$ cat config.mk
export PLATFORM = sky130hd
export DESIGN_NAME = debug_frame_tx
export DESIGN_NICKNAME = d
export VERILOG_FILES = /design/src/rtl/debug_frame_tx_pkg.sv /design/src/rtl/debug_frame_tx.sv
export SDC_FILE = /design/constraint.sdc
export NUM_CORES = 1
export LEC_CHECK = 0
export BUFFER_PORTS_ARGS = -buffer_cell sky130_fd_sc_hd__buf_4
export CAP_MARGIN = 5
export CORE_MARGIN = 8
export CORE_UTILIZATION = 51
export DETAILED_ROUTE_END_ITERATION = 6
export HOLD_SLACK_MARGIN = 0.06
export PLACE_DENSITY = 0.77
export SLEW_MARGIN = 40
export SYNTH_ARGS = -nofsm -noshare
export SYNTH_HDL_FRONTEND = slang
export SYNTH_SLANG_ARGS = --single-unit
$ cat constraint.sdc
create_clock -name clk -period 2.87 [get_ports clk]
set_input_delay 0.1435 -clock clk [delete_from_list [all_inputs] [get_ports clk]]
set_output_delay 0.1435 -clock clk [all_outputs]
set_load 0.02 [all_outputs]
$ cat src/rtl/debug_frame_tx_pkg.sv
// Shared definitions for the debug UART frame path: FSM state encoding and
// the frame start byte, which the receive side also uses.
package debug_frame_tx_pkg;

  // State encoding, kept as plain constants so other blocks can decode it
  localparam logic [1:0] STATE_IDLE = 2'd0;
  localparam logic [1:0] STATE_SEND = 2'd1;
  localparam logic [1:0] STATE_WAIT = 2'd2;
  localparam logic [1:0] STATE_DONE = 2'd3;

  typedef enum logic [1:0] {
    IDLE = STATE_IDLE,
    SEND = STATE_SEND,
    WAIT = STATE_WAIT,
    DONE = STATE_DONE
  } state_e;

  // Frame start byte shared by transmit and receive paths
  localparam logic [7:0] HEADER_BYTE = 8'hA5;

  // Integer ceiling division, used to size the payload in whole bytes
  function automatic int ceil_div(input int num, input int den);
    return (num + den - 1) / den;
  endfunction

endpackage

$ cat src/rtl/debug_frame_tx.sv
// Debug frame serializer: captures a wide snapshot and sends it to uart_tx
// as HEADER, payload bytes LSB-first, then the XOR checksum of the payload.
module debug_frame_tx
  import debug_frame_tx_pkg::*;
#(
  parameter int                 NB_DATA  = 8,
  parameter int                 NB_FRAME = 144,
  parameter logic [NB_DATA-1:0] HEADER   = NB_DATA'(HEADER_BYTE)
) (
  input  logic                clk,
  input  logic                i_rst_n,
  input  logic                i_start,
  input  logic [NB_FRAME-1:0] i_frame,
  input  logic                i_txDone,
  output logic                o_tx_start,
  output logic [NB_DATA-1:0]  o_data,
  output logic                o_busy,
  output logic                o_done
);

  // Payload rounded up to whole bytes; odd widths are zero-padded at the top
  localparam int NB_BYTES = ceil_div(NB_FRAME, NB_DATA);
  localparam int NB_SNAP  = NB_BYTES * NB_DATA;
  // Counter covers HEADER (0), payload (1..NB_BYTES) and CHK (NB_BYTES+1)
  localparam int CNT_W    = $clog2(NB_BYTES + 2);

  localparam logic [CNT_W-1:0] LAST_PAYLOAD_IDX = CNT_W'(NB_BYTES);
  localparam logic [CNT_W-1:0] CHK_IDX          = CNT_W'(NB_BYTES + 1);

  state_e             state_reg;
  logic [CNT_W-1:0]   cnt_reg;
  logic [NB_DATA-1:0] chk_reg;
  logic [NB_SNAP-1:0] snap_reg;
  logic               tx_start_reg;
  logic [NB_DATA-1:0] data_reg;
  logic               busy_reg;
  logic               done_reg;

  logic [NB_SNAP-1:0] snap_next;
  logic [NB_DATA-1:0] cur_byte;
  logic               cur_is_payload;
  logic [NB_DATA-1:0] payload_byte [NB_BYTES];

  // Slice the snapshot into payload bytes, byte 0 in the LSBs
  generate
    for (genvar gi = 0; gi < NB_BYTES; gi++) begin : g_payload
      assign payload_byte[gi] = snap_reg[gi*NB_DATA +: NB_DATA];
    end
  endgenerate

  // Zero-extend the incoming snapshot to a whole number of bytes
  always_comb begin
    snap_next                 = '0;
    snap_next[NB_FRAME-1:0]   = i_frame;
  end

  // Select the byte addressed by the counter: header, payload or checksum
  always_comb begin
    cur_byte       = chk_reg;
    cur_is_payload = 1'b0;
    if (cnt_reg == '0) begin
      cur_byte = HEADER;
    end else if (cnt_reg <= LAST_PAYLOAD_IDX) begin
      cur_is_payload = 1'b1;
      for (int k = 0; k < NB_BYTES; k++) begin
        if (cnt_reg == CNT_W'(k + 1)) begin
          cur_byte = payload_byte[k];
        end
      end
    end
  end

  // Frame FSM with registered handshake outputs
  always_ff @(posedge clk or negedge i_rst_n) begin
    if (!i_rst_n) begin
      state_reg    <= IDLE;
      cnt_reg      <= '0;
      chk_reg      <= '0;
      snap_reg     <= '0;
      tx_start_reg <= 1'b0;
      data_reg     <= '0;
      busy_reg     <= 1'b0;
      done_reg     <= 1'b0;
    end else begin
      tx_start_reg <= 1'b0;
      done_reg     <= 1'b0;
      case (state_reg)
        IDLE: begin
          if (i_start) begin
            snap_reg  <= snap_next;
            chk_reg   <= '0;
            cnt_reg   <= '0;
            busy_reg  <= 1'b1;
            state_reg <= SEND;
          end
        end
        SEND: begin
          // Byte is presented with its start pulse and held until acknowledged
          tx_start_reg <= 1'b1;
          data_reg     <= cur_byte;
          if (cur_is_payload) begin
            chk_reg <= chk_reg ^ cur_byte;
          end
          state_reg <= WAIT;
        end
        WAIT: begin
          if (i_txDone) begin
            if (cnt_reg == CHK_IDX) begin
              state_reg <= DONE;
            end else begin
              cnt_reg   <= cnt_reg + CNT_W'(1);
              state_reg <= SEND;
            end
          end
        end
        DONE: begin
          done_reg  <= 1'b1;
          busy_reg  <= 1'b0;
          state_reg <= IDLE;
        end
        default: begin
          state_reg <= IDLE;
        end
      endcase
    end
  end

  assign o_tx_start = tx_start_reg;
  assign o_data     = data_reg;
  assign o_busy     = busy_reg;
  assign o_done     = done_reg;

endmodule

Word-level counts from Yosys, hierarchy flattened

Cells that the tools add are included.

Muxes and demuxes: 37
Divide/modulo/power cells: 0
Add/sub/neg operators: 1
Equality and inequality tests: 26
Order comparisons: 1
Shift operators: 0
Multiply operators: 0
Bitwise gates (word level): 1
Reductions and logical operators: 10

Operator list:

| kind                | count |
|---|---|
| $mux 8              | 22 |
| $eq 5x4->1 const B  | 8 |
| $eq 5x3->1 const B  | 4 |
| $eq 5x5->1 const B  | 4 |
| $pmux 8 s2          | 1 |
| $mux 5              | 3 |
| $eq 5x2->1 const B  | 2 |
| $pmux 5 s2          | 1 |
| $ne 2x2->1 const B  | 4 |
| $pmux 2 s4          | 1 |
| $xor 8x8->8         | 1 |
| $mux 2              | 3 |
| $reduce_and 2->1    | 3 |
| $reduce_bool 2->1   | 3 |
| $add 5x1->5 const B | 1 |
| $eq 5x1->1 const B  | 1 |
| $le 5x5->1 const B  | 1 |
| $logic_not 5->1     | 1 |
| $mux 1              | 5 |
| $eq 2x2->1 const B  | 2 |
| $reduce_and 4->1    | 1 |
| $reduce_and 3->1    | 1 |
| $eq 2x1->1 const B  | 1 |
| $logic_not 2->1     | 1 |
| $pmux 1 s2          | 1 |

Output and inout port bits: 11
Bits in writable memories: 0
Word-level logic and storage cells: 84
Bits in latches: 0
Flip-flop bits (word level): 170
ROM bits: 0
Bits of input ports: 148
Memories: 0

Depth between registers and ports, before layout

Gate-level depths: netlist of run 1.

Depth after elaboration: 24
Depth in mapped cells: 14
Mapped depth without buffers: 10

Worst setup path after synthesis of run 1

OpenSTA, ideal clock, no wires.

Path kind: reg2reg
Start point: register cnt_reg[1]
End point: register chk_reg[1]
Data arrival time: 2586 ps
Library setup time: 132 ps
Clock period less this slack: 2718 ps
Stages on the path, launching flop included: 13
Buffers on the path: 4
Required time: 2738 ps
Slack: 152 ps
Path through: dfrtp_1 -> ha_1 -> clkbuf_1 -> clkbuf_1 -> and3_1 -> ha_1 -> clkbuf_1 -> clkbuf_1 -> o21ai_0 -> a221oi_1 -> a211oi_1 -> xnor2_1 -> nor2_1

Longest elaborated chain between the ends: 24
Elaborated cells between the ends (all ways): 47
Those cells by class: order compare (1); eq/ne (19); mux (24); bitwise (1); reduce/logical (2)

Ends and longest elaborated chain:

| element                | line                  | source |
|---|---|---|
| from (decl)            | debug_frame_tx.sv:31  | `logic [CNT_W-1:0] cnt_reg;` |
| from (signal assigned) | debug_frame_tx.sv:111 | `cnt_reg <= cnt_reg + CNT_W'(1);` |
| $eq 5x1->1             | debug_frame_tx.sv:66  | `if (cnt_reg == CNT_W'(k + 1)) begin` |
| $mux 8 (18 in a row)   | debug_frame_tx.sv:66  |  |
| $mux 8                 | debug_frame_tx.sv:63  | `end else if (cnt_reg <= LAST_PAYLOAD_IDX) begin` |
| $mux 8                 | debug_frame_tx.sv:61  | `if (cnt_reg == '0) begin` |
| $xor 8x8->8            | debug_frame_tx.sv:102 | `chk_reg <= chk_reg ^ cur_byte;` |
| $mux 8                 | debug_frame_tx.sv:101 | `if (cur_is_payload) begin` |
| $pmux 8 s2             | debug_frame_tx.sv:87  | `case (state_reg)` |
| to (signal assigned)   | debug_frame_tx.sv:102 |  |
| to (decl)              | debug_frame_tx.sv:32  | `logic [NB_DATA-1:0] chk_reg;` |

Parallel ways exist; a longest one is shown, timed or not. The select of a mux whose other input is x is not followed.
A chain may end at the register's enable or synchronous reset.

Final worst setup path of run 1

Start point: register cnt_reg[0]
End point: register chk_reg[2]

Same word-level chain as after synthesis.

==> flow_summary.json, run 1 <==
{
  "hp-class": "in -> async",
  "clkTransAtPathRegs_ns": 0.07,
  "fin_util": 0.7413,
  "crit_buf_inv": 2,
  "io_pins": 159,
  "avgSynthCellArea_um2": 8.077,
  "drc": 0,
  "io_buffer_count": 158,
  "die-width_um": 147.6,
  "cts_buffers": 17,
  "final_antenna_net_count": 0,
  "fill_cells": 1186,
  "grt_overflow_total": 0,
  "drv_slew": 0,
  "synthFlopType": "dfrtp_1",
  "synth-seq-area-share": 0.4815,
  "cts.sinks": 170,
  "grt_pass1_wl_um": 50840,
  "synth_edf_count": 0,
  "drive_above_1_share": 0.1968,
  "cp.arrival_ns": 3.14,
  "clk_latency_ns": 0.44,
  "cp_common_cell": "a21oi_1",
  "crit_chain": "inv_1, ha_1, buf_12, nor2_1, a221oi_1, o221ai_1, a21oi_2, a21oi_1, or4_1, a21oi_1",
  "htreeDepth": 4,
  "largest_reg_flops": 144,
  "pwr_density_cell_nw_per_um2": 801.3,
  "max_cap_violations": 0,
  "final_area_um2": 12690,
  "skew_ns": 0.01568,
  "synthArstFlopShare": 1.000,
  "layout_common_cells": "nand2_1, buf_4, dfrtp_1",
  "fmax_mhz": 358.7,
  "max-clock-path-buffers": 2,
  "period_share": 0.9715,
  "wl_per_cell_um": 19.41,
  "syn_area_um2": 8836,
  "place_area_um2": 10520,
  "multi_input_area_um2": 4272,
  "grt_start_max_net_pins": 81,
  "drtPass1Iterations": 7,
  "via_count": 9373,
  "slowest_stage": "or4_1",
  "regArea_um2": 4254,
  "dr.first_iter.drc_count": 1068,
  "setup_viol": 0,
  "mostFrequentLayoutCell": "nand2_1",
  "synthToLayoutAreaGrowth_pct": 43.60,
  "cts_tree": "done",
  "track_usage": 0.2925,
  "crit_fanout": 36,
  "relSlewSlack": 0.5093,
  "fin_crit_ns": 2.788,
  "placementRows": 48,
  "ys_warn_count": 0,
  "antenna_found_initial": 1,
  "required_ns": 3.23,
  "final_nets": 1558,
  "ir_worst_vdd_uv": 600.4,
  "root_buffer": "clkbuf_16",
  "dieArea_um2": 21790,
  "die_y_um": 147.6,
  "synthesis.nets": 1247,
  "startpoint_type": "register",
  "ys_types": 73,
  "vias_per_cell": 5.701,
  "ys_ff_latch": 170,
  "grt_pass1_vias": 9262,
  "core_area_um2": 17120,
  "gp_congestion": 0.9610,
  "hold_viol_final": 0,
  "critical_path_class": "reg -> reg",
  "tightestPinTransition_ns": 0.7360,
  "status": "completed",
  "max_stage_delay_ns": 0.52,
  "p_leak_nw": 6.217,
  "drt_wl_total_um": 31920,
  "syn_inst": 1094,
  "start_util": 0.5162,
  "dp_hpwl_um": 20920,
  "end_kind": "register",
  "path_delay_family": "compound AO/OA/AOI/OAI gates"
}
## final timing paths
kind                         startpoint            end  slack (ns)  cells after the start
max in group asynchronous       i_rst_n  snap_reg[131]        1.62                      3
max reg2reg                  cnt_reg[0]     chk_reg[2]        0.08                     10
min reg2reg                snap_reg[41]   snap_reg[41]        0.47                      2
min                             i_rst_n   snap_reg[49]        0.32                      2
max                          cnt_reg[0]     chk_reg[2]        0.08                     10
min in group clk           i_frame[117]  snap_reg[117]        0.43                      4
## worst register-to-register path, delay by kind of cell, from the launching register on
kind | cells | cell delay (ns)
flip-flops | 1 | 0.42
adder cells (fa/ha/maj) | 1 | 0.24
AND/OR/NAND/NOR | 2 | 0.60
AO/OA/AOI/OAI | 5 | 1.12
buffers and inverters | 2 | 0.33
## routing by layer
layer	vias to the layer above	global-route usage	routed length (um)
met5	-	0	0
met4	0	0.08771	774
met3	77	0.06298	2775
met2	484	0.4649	15070
met1	4504	0.3942	13290
li1	4308	-	-
## where the power goes
group | internal, mW | leakage, nW | switching, mW | total, mW
clock | 1.39 | 0.290 | 1.05 | 2.44
sequential | 3.47 | 2.12 | 0.884 | 4.35
combinational | 1.39 | 3.81 | 1.99 | 3.37
total | 6.24 | 6.22 | 3.93 | 10.2
## cell usage after synthesis, types with 4 or more instances
master | n | area, um^2
nor4_1 | 9 | 56.30
nor3_1 | 13 | 65.06
o21ai_0 | 41 | 205.2
a311oi_1 | 4 | 35.03
clkbuf_1 | 55 | 206.5
dfrtp_1 | 170 | 4254
a22oi_1 | 6 | 45.04
a21boi_0 | 5 | 37.54
a211o_1 | 4 | 35.03
nand4b_1 | 5 | 43.79
o32ai_1 | 4 | 35.03
nor3b_1 | 4 | 30.03
nand2b_1 | 6 | 37.54
nand4bb_1 | 6 | 67.56
a31oi_1 | 6 | 37.54
nand2_1 | 473 | 1775
o22ai_1 | 4 | 25.02
o31ai_1 | 7 | 52.55
buf_2 | 15 | 75.07
o211ai_1 | 5 | 37.54
or3_1 | 8 | 50.05
mux2_2 | 4 | 45.04
nand4_1 | 8 | 50.05
o21a_1 | 4 | 30.03
nor4bb_1 | 5 | 50.05
nor2b_1 | 13 | 81.33
a211oi_1 | 5 | 37.54
a221oi_1 | 4 | 35.03
o221ai_1 | 6 | 52.55
ha_1 | 5 | 62.56
nor2_1 | 49 | 183.9
a21oi_1 | 33 | 165.2
nand3_1 | 14 | 70.07
o22a_1 | 5 | 43.79
nand3b_1 | 5 | 37.54
inv_1 | 14 | 52.55
mux2i_1 | 7 | 70.07
## area by class of cell
cell class	instances	share of cell area
Clock inverter	14	0.01430
Sequential cell	170	0.3353
Antenna cell	1	0.0001972
Tap cell	225	0.02219
Inverter	15	0.004437
Clock buffer	18	0.03382
Timing Repair Buffer	368	0.2531
Multi-Input combinational cell	833	0.3367
## stage by stage
step | std cells | total power [mW] | setup TNS (ns) | worst slack, ns | hold WS (ns)
final | 1644 | 10.17 | 0 | 0.08191 | 0.3191
after global routing | 1644 | 10.72 | -0.05489 | -0.03263 | 0.3821
after CTS | 1642 | 9.971 | 0 | 0.02686 | 0.3529
after detailed placement | 1462 | 7.379 | 0 | 0.08057 | 0.2398
after global placement | 1462 | 7.265 | 0 | 0.1183 | 0.2203
after floorplan | 1094 | 6.035 | 0 | 0.1521 | -0.1521
## what timing repair did
action / CTS / global route
hold buffers: 148 / 0
setup endpoints to repair: 0 / 11
hold endpoints to repair: 222 / 0
resized for setup: 0 / 13
setup buffers: 0 / 1
## kinds of logic after synthesis
logic type                 share of synthesized area
muxes                                        0.01303
buffers and inverters                        0.04333
and+or+nand+nor                               0.3204
adders and majority gates                   0.007080
AOI/OAI and AO/OA                             0.1317
xor gates and xnor gates                    0.002974
DFF                                           0.4815
Note: power is estimated with default switching activity, not from simulation.
==> run 2: changes to the inputs <==
==> constraint.sdc (replaced) <==
create_clock -name clk -period 2.87 [get_ports clk]
set_input_delay 0.287 -clock clk [delete_from_list [all_inputs] [get_ports clk]]
set_output_delay 0.287 -clock clk [all_outputs]
set_load 0.02 [all_outputs]
==> flow_summary.json, run 2 (same netlist as run 1, synthesis figures left out) <==
{
  "status": "completed",
  "via_count": 8805,
  "die-width_um": 147.6,
  "period_share": 0.9622,
  "dp_hpwl_um": 20880,
  "crit_buf_inv": 3,
  "htreeDepth": 4,
  "cts.sinks": 170,
  "io_pins": 159,
  "root_buffer": "clkbuf_16",
  "pwr_density_cell_nw_per_um2": 820.6,
  "grt_pass1_wl_um": 46060,
  "setup_viol": 0,
  "largest_reg_flops": 144,
  "p_leak_nw": 5.885,
  "grt_start_max_net_pins": 81,
  "clkTransAtPathRegs_ns": 0.06,
  "skew_ns": 0.01036,
  "fill_cells": 1352,
  "layout_common_cells": "nand2_1, buf_4, dfrtp_1",
  "final_area_um2": 11900,
  "drv_slew": 0,
  "track_usage": 0.2649,
  "cts_buffers": 17,
  "critical_path_class": "reg -> reg",
  "path_delay_family": "simple AND/OR/NAND/NOR gates",
  "end_kind": "register",
  "cp_common_cell": "buf_4",
  "worstRegToRegCells": 11,
  "top_layer": "met4",
  "io_buffer_count": 158,
  "fmax_mhz": 362.1,
  "startpoint_type": "register",
  "final_nets": 1477,
  "mostFrequentLayoutCell": "nand2_1",
  "drtPass1Iterations": 5,
  "wl_per_cell_um": 18.49,
  "relSlewSlack": 0.5921,
  "hold_viol_final": 0,
  "wl_met3_um": 2211,
  "dieArea_um2": 21790,
  "grt_pass1_vias": 8637,
  "required_ns": 3.17,
  "r2r_slack_ns": 0.11,
  "cts_tree": "done",
  "tightestPinTransition_ns": 0.6118,
  "r2r_start": "cnt_reg[1]",
  "drt_wl_total_um": 28850,
  "max-clock-path-buffers": 2,
  "wl_met2_um": 13190,
  "slowest_stage": "nor4bb_1",
  "fin_util": 0.6952,
  "place_area_um2": 10530,
  "die_y_um": 147.6,
  "critical_path_depth": 11,
  "synthToLayoutAreaGrowth_pct": 34.66,
  "core_area_um2": 17120,
  "drc": 0,
  "max_stage_delay_ns": 0.48,
  "fin_crit_ns": 2.761,
  "critPathCapture": "chk_reg[7]",
  "clk_latency_ns": 0.43,
  "drive_above_1_share": 0.2114,
  "antenna_found_initial": 1,
  "start_util": 0.5162,
  "vias_per_cell": 5.644,
  "m1WireLength_um": 12880,
  "dr.first_iter.drc_count": 1119,
  "ir_worst_vdd_uv": 635.9,
  "crit_chain": "inv_1, ha_1, nor4bb_1, buf_4, nand3_1, o31ai_1, buf_4, o2111ai_1, o21ai_0, nand2_1, mux2i_1",
  "final_antenna_net_count": 0,
  "worstSetupStartpoint": "cnt_reg[1]",
  "r2r_end": "chk_reg[7]",
  "gp_congestion": 0.9688,
  "crit_fanout": 10,
  "cp.arrival_ns": 3.06,
  "grt_overflow_total": 0,
  "hp-class": "in -> reg",
  "max_cap_violations": 0,
  "placementRows": 48
}
run 2: cell types whose count changed in the layout (fill, tap and decap cells not counted), sizes merged:
cell | before | now
clkbuf | 18 | 24
buf | 220 | 219
clkinv | 3 | 2
bufinv | 3 | 1
dlygate4sd3 | 148 | 68
inv | 20 | 14
run 2: area by class of cell:
| class | instances | area, um^2 | area share |
|---|---|---|---|
| Sequential cell | 170 | 4254 | 0.3575 |
| Multi-Input combinational cell | 833 | 4315 | 0.3627 |
| Inverter | 15 | 56.30 | 0.004732 |
| Clock buffer | 24 | 511.7 | 0.04301 |
| Clock inverter | 5 | 61.31 | 0.005152 |
| Timing Repair Buffer | 287 | 2416 | 0.2030 |
| Antenna cell | 1 | 2.502 | 0.0002103 |
| Tap cell | 225 | 281.5 | 0.02366 |
run 2: power by group:
| part | switching, mW | internal [mW] | total [mW] | leakage, nW |
|---|---|---|---|---|
| clock network | 0.900 | 1.32 | 2.22 | 0.273 |
| logic | 1.91 | 1.32 | 3.23 | 3.49 |
| registers | 0.848 | 3.47 | 4.32 | 2.12 |
| total | 3.65 | 6.11 | 9.76 | 5.88 |
run 2: repair_timing:
action,in CTS,in global routing
hold buffers,66,2
endpoints found under the hold margin,127,2
gates resized for setup,0,19
setup buffers,0,1
setup endpoints to repair,0,12
run 2: per-layer routing:
metal	vias up	track usage
li1	4141	-
met1	4251	0.3655
met5	-	0
met2	366	0.4034
met3	47	0.06848
met4	0	0.07751
run 2: per-stage QoR:
stage | setup TNS, ns | hold slack, ns | power, mW | setup WS [ns] | cells
detailed placement | 0 | 0.3106 | 7.368 | 0.1050 | 1461
global placement | 0 | 0.3065 | 7.261 | 0.1360 | 1461
finish | 0 | 0.06287 | 9.764 | 0.1086 | 1560
floorplan | 0 | -0.008591 | 6.035 | 0.1521 | 1094
global route | -0.002351 | 0.06048 | 10.38 | -0.002351 | 1560
CTS | 0 | 0.06040 | 9.692 | 0.04226 | 1556
run 2: worst reg2reg max path, delay by kind of cell (launching register included):
| family | cells | cell delay (ns) |
|---|---|---|
| compound gates | 3 | 0.56 |
| fa+ha+maj | 1 | 0.25 |
| buf+inv | 3 | 0.53 |
| flops | 1 | 0.42 |
| mux | 1 | 0.13 |
| simple gates | 3 | 0.75 |
run 2: how the worst min path moves through the flow:
stage | start | endpoint | cells past startpoint
after floorplan | i_rst_n | chk_reg[0] | 0
after global placement | i_rst_n | snap_reg[52] | 1
after detailed placement | i_rst_n | snap_reg[52] | 1
after CTS | i_frame[17] | snap_reg[17] | 3
after global routing | i_frame[12] | snap_reg[12] | 3
final | i_frame[133] | snap_reg[133] | 3
